==> config.mk <==
export PLATFORM = sky130hd
export DESIGN_NAME = ex_shift_seq
export DESIGN_NICKNAME = d
export VERILOG_FILES = /design/src/rtl/ex_shift_seq.sv
export SDC_FILE = /design/constraint.sdc
export NUM_CORES = 1
export LEC_CHECK = 0
export ABC_AREA = 1
export BUFFER_PORTS_ARGS = -buffer_cell sky130_fd_sc_hd__buf_2
export CAP_MARGIN = 20
export CORE_AREA = 4 4 115 117
export DETAILED_ROUTE_END_ITERATION = 8
export DIE_AREA = 0 0 119 121
export PLACE_DENSITY = 0.79
export SLEW_MARGIN = 40
export SYNTH_ARGS = -nofsm -noshare
export SYNTH_HDL_FRONTEND = slang
export SYNTH_SLANG_ARGS = --single-unit
==> constraint.sdc <==
create_clock -name clk -period 2.8 [get_ports clk]
set_input_delay 0.56 -clock clk [delete_from_list [all_inputs] [get_ports clk]]
set_output_delay 0.56 -clock clk [all_outputs]
set_load 0.005 [all_outputs]
==> src/rtl/ex_shift_seq.sv <==
// EX-stage sequential logarithmic shifter: one shamt bit per cycle, stalls the pipe while busy.
// Optional macro EX_SHIFT_EARLY_EXIT_EN: finish as soon as no shamt bits remain.
module ex_shift_seq #(
  parameter int XLEN = 32,
  parameter int SHW  = 5
) (
  input  logic            clk,
  input  logic            rst_n,
  input  logic            start,
  input  logic [1:0]      op,
  input  logic [XLEN-1:0] a,
  input  logic [SHW-1:0]  shamt,
  input  logic            flush,
  output logic            ready,
  output logic            stall,
  output logic            done,
  output logic [XLEN-1:0] result
);

  typedef enum logic [1:0] {
    IDLE = 2'd0,
    RUN  = 2'd1,
    DONE = 2'd2
  } state_e;

  state_e          state_q, state_d;
  logic [XLEN-1:0] data_q, data_d;
  logic [XLEN-1:0] result_q, result_d;
  logic [SHW-1:0]  amt_q, amt_d;
  logic [SHW-1:0]  idx_q, idx_d;
  logic            left_q, left_d;
  logic            sign_q, sign_d;
  logic            done_q, done_d;

  logic [SHW-1:0]  dist_s;
  logic [XLEN-1:0] step_s;
  logic            last_s;
  logic            accept_s;

  // One logarithmic stage: shift by 2**idx when the current shamt bit is set
  always_comb begin
    dist_s = SHW'(1) << idx_q;
    step_s = data_q;
    if (!amt_q[0]) begin
      step_s = data_q;
    end else if (left_q) begin
      step_s = data_q << dist_s;
    end else begin
      step_s = (data_q >> dist_s) | (sign_q ? ~({XLEN{1'b1}} >> dist_s) : {XLEN{1'b0}});
    end
`ifdef EX_SHIFT_EARLY_EXIT_EN
    last_s = (amt_q[SHW-1:1] == '0) || (idx_q == SHW'(SHW - 1));
`else
    last_s = (idx_q == SHW'(SHW - 1));
`endif
  end

  // Next-state and datapath update
  always_comb begin
    state_d  = state_q;
    data_d   = data_q;
    result_d = result_q;
    amt_d    = amt_q;
    idx_d    = idx_q;
    left_d   = left_q;
    sign_d   = sign_q;
    done_d   = 1'b0;
    accept_s = start && !flush && (state_q != RUN);
    case (state_q)
      IDLE, DONE: begin
        if (accept_s) begin
          data_d = a;
          amt_d  = shamt;
          idx_d  = '0;
          left_d = (op == 2'b00);
          sign_d = (op == 2'b10) && a[XLEN-1];
          if (shamt == '0) begin
            result_d = a;
            done_d   = 1'b1;
            state_d  = DONE;
          end else begin
            state_d = RUN;
          end
        end else begin
          state_d = IDLE;
        end
      end
      RUN: begin
        if (flush) begin
          state_d = IDLE;
        end else begin
          data_d = step_s;
          amt_d  = amt_q >> 1;
          idx_d  = idx_q + SHW'(1);
          if (last_s) begin
            result_d = step_s;
            done_d   = 1'b1;
            state_d  = DONE;
          end else begin
            state_d = RUN;
          end
        end
      end
      default: begin
        state_d = IDLE;
      end
    endcase
  end

  // State and output registers
  always_ff @(posedge clk or negedge rst_n) begin
    if (!rst_n) begin
      state_q  <= IDLE;
      data_q   <= '0;
      result_q <= '0;
      amt_q    <= '0;
      idx_q    <= '0;
      left_q   <= 1'b0;
      sign_q   <= 1'b0;
      done_q   <= 1'b0;
    end else begin
      state_q  <= state_d;
      data_q   <= data_d;
      result_q <= result_d;
      amt_q    <= amt_d;
      idx_q    <= idx_d;
      left_q   <= left_d;
      sign_q   <= sign_d;
      done_q   <= done_d;
    end
  end

  assign ready  = (state_q == IDLE) || (state_q == DONE);
  assign stall  = (start && ready && !flush) || (state_q == RUN);
  assign done   = done_q;
  assign result = result_q;

endmodule

==> flow_metrics.py <==
metrics = {
    "setup_path": {
        "crit_required_ps": 3050,
        "worstSetupStartpoint": "idx_q[2]",
        "start_kind": "flip-flop",
        "endpoint_kind": "flip-flop",
        "critPathKind": "reg -> reg",
        "cp_data_arrival_time_ps": 2860,
        "worstPathMaxFanout": 32,
        "r2r_start": "idx_q[2]",
    },
    "floorplan": {
        "core_area_um2": 12400,
        "initial_core_util_pct": 57.2,
        "rows": 41,
        "dieHeight_um": 121,
        "die_w_um": 119,
        "die_area_um2": 14400,
        "ioPinCount": 78,
    },
    "clock_tree": {
        "clk_latency_ps": 360,
        "clk_pin_slew_ps": 70,
        "h-tree-depth": 3,
        "numCtsBuffers": 9,
        "clock-sinks": 78,
        "cts_tree": "done",
        "clock-root-buffer": "clkbuf_16",
        "ctsLongestPathBuffers": 2,
    },
    "logic_synthesis": {
        "synthFlopType": "dfrtp_1",
        "synth.avg_cell_area_um2": 5.71,
        "yosys_warnings": 0,
        "synth_area_leaders": "nand2_1 (31%), dfrtp_1 (28%), nand3_1 (17%)",
        "synth_top_family_by_area": "simple AND/OR/NAND/NOR gates",
        "synth_compound_area_share_pct": 5.40,
        "synth_edf_count": 0,
        "synth_area_um2": 7070,
        "ys_seq_elements": 78,
        "async_reset_ff_share_pct": 100,
        "synth.largest_area_cell": "nand2_1",
        "yosys.cell_types.count": 31,
        "syn_nets": 1283,
        "yosysTopAreaCellShare_pct": 30.9,
        "yosys.area_share.simple_pct": 58.1,
        "synthAdderAreaFrac_pct": 0.354,
        "syn_inst": 1238,
        "synth-seq-area-share_pct": 27.6,
        "synth_mux_area_share_pct": 0,
        "synth_xor_area_share_pct": 0,
    },
    "sta": {
        "max_freq_mhz": 383,
        "finalMaxSlewViolations": 0,
        "hold_ws_ps": 176,
        "setup_viol": 0,
        "rsz0062_at_grt": "yes",
        "max_slew_margin_pct": 43.9,
        "finalClockSkew_ps": 7.66,
        "hold_viol_final": 0,
        "period_share_pct": 93.3,
        "max_slew.worst_pin.slew_ps": 836,
        "fin_crit_ps": 2610,
    },
    "power": {
        "switching_share_pct": 55.6,
        "p_leak_nw": 4.50,
        "p_seq_share_pct": 21.2,
        "combPwrFrac_pct": 66.1,
        "powerDensity_nw_per_um2": 1140,
        "internal_power_mw": 4.03,
        "p_clk_share_pct": 12.7,
        "total_power_mw": 9.06,
        "p_sw_mw": 5.04,
        "ir_drop_uv": 587,
    },
    "placed_design": {
        "dp_cells": 1440,
        "placement.io_buffers": 77,
        "place_area_um2": 7600,
        "dp_hpwl_um": 21100,
        "gp_congestion": 1.12,
    },
    "finish": {
        "finalInstanceArea_um2": 7920,
        "final_cell_mix": "nand2_1 (581), nand3_1 (233), dfrtp_1 (77), buf_2 (76), nand4_1 (57)",
        "layout-drive-gt1-share_pct": 12.4,
        "layout.cells.most_common": "nand2_1",
        "final_cells": 1459,
        "antenna_cells": 0,
        "syn2layout_area_growth_pct": 12.1,
        "nNetsFinal": 1327,
        "n_fill_cell": 1186,
    },
    "global_routing": {
        "grt_pass1_wl_um": 46000,
        "grt_overflow_total": 0,
        "antenna_found_initial": 0,
        "grt_max_degree": 58,
        "grt_pass1_vias": 8434,
        "track_usage_pct": 40.6,
    },
    "detailed_routing": {
        "totalWireLength_um": 28800,
        "drtIter0Drc": 1372,
        "firstDrtPassIters": 6,
        "num_vias": 9000,
        "drc_errors": 0,
        "avgViaCountPerCell": 6.17,
        "routedWlPerCell_um": 19.7,
        "ant_nets": 0,
    },
    "outcome": {
        "outcome": "completed",
    },
    "job": {
        "cap_violations": 0,
    },
    "worst_hold_path": {
        "hold_class": "in -> async",
    },
}
==> critical path, stage by stage (launching register included) <==
cell	delay (ps)
dfrtp_1	490
nor2_8	200
nand3_4	370
buf_6	280
nand2_1	110
nand2_1	90
nand2_1	70
nand2_1	90
nand2_1	90
nand2_1	80
nand2_1	80
nand3_1	80
nand2_1	60
nand3_1	90
nand2_1	110
nand2_1	80
nand2_1	60
nand2_1	60
==> Yosys cell counts, types with 7 or more instances <==
cell type and instances:
nand4_1 57, o21ai_0 14, inv_1 53, a31oi_1 7, dfrtp_1 78, nand2_1 581, o21ai_1 7, or2_2 12
nor2_1 50, clkbuf_1 41, nand3_1 233, a21oi_1 32, buf_2 28
==> cells by family (layout without fill, tap and decap cells) <==
kind of cell	count (synthesis)	after routing
buffers and inverters	140	189
flip-flops	78	78
adder cells (fa/ha/maj)	2	2
AO/OA/AOI/OAI	70	70
AND/OR/NAND/NOR	948	948
==> per-layer routing <==
| metal | part of all wire [%] | routed length, µm | global-route usage [%] |
|---|---|---|---|
| met5 | 0 | 0 | 0 |
| met4 | 7.1 | 2030 | 24.8 |
| met3 | 11 | 3150 | 7.55 |
| met2 | 43 | 12400 | 60.6 |
| met1 | 39 | 11200 | 54.4 |
==> cell type report <==
cell class	instances	area, µm²	area share [%]
Clock buffer	9	225	2.84
Clock inverter	7	56.3	0.711
Inverter	61	233	2.94
Multi-Input combinational cell	1020	4520	57.0
Sequential cell	78	1950	24.7
Tap cell	172	215	2.72
Timing Repair Buffer	112	721	9.10
==> worst paths after layout <==
check                      depth (start not counted)  slack, ps          to
setup / recovery                                  17        190   result[9]
hold / removal                                     1        180   result[3]
setup reg to reg                                  17        190   result[9]
hold reg to reg                                    2        480  result[14]
max in group asynchronous                          2       1970    amt_q[3]
min in group clk                                   2        390      left_q
==> through the flow <==
step                util (%)  worst slack, ps  TNS [ps]
finish                  64.1              188         0
global placement        61.4             39.3         0
floorplan                  -              888         0
CTS                     63.7             31.2         0
global route            64.1            -5.89     -5.89
detailed placement      61.4             42.2         0
==> sequential cells by signal, indices dropped and copies added (netlist names) <==
signal   count
amt_q        5
data_q      32
left_q       1
sign_q       1
idx_q        5
result      32
done         1
state_q      1
==> power groups by stage <==
stage	sequential [mW]	clock, mW	combinational (mW)
after floorplan	1.81	0	4.08
final	1.93	1.15	5.99
after detailed placement	1.92	0	5.75
after global routing	1.96	1.20	6.67
after global placement	1.91	0	5.75
after CTS	1.91	1.14	5.79
==> repair_timing <==
item                       CTS  global route
buffers inserted             0             3
gates resized for setup      0             6
hold buffers                 0             0
setup endpoints to repair    0            34
(Power assumes the default switching activity.)
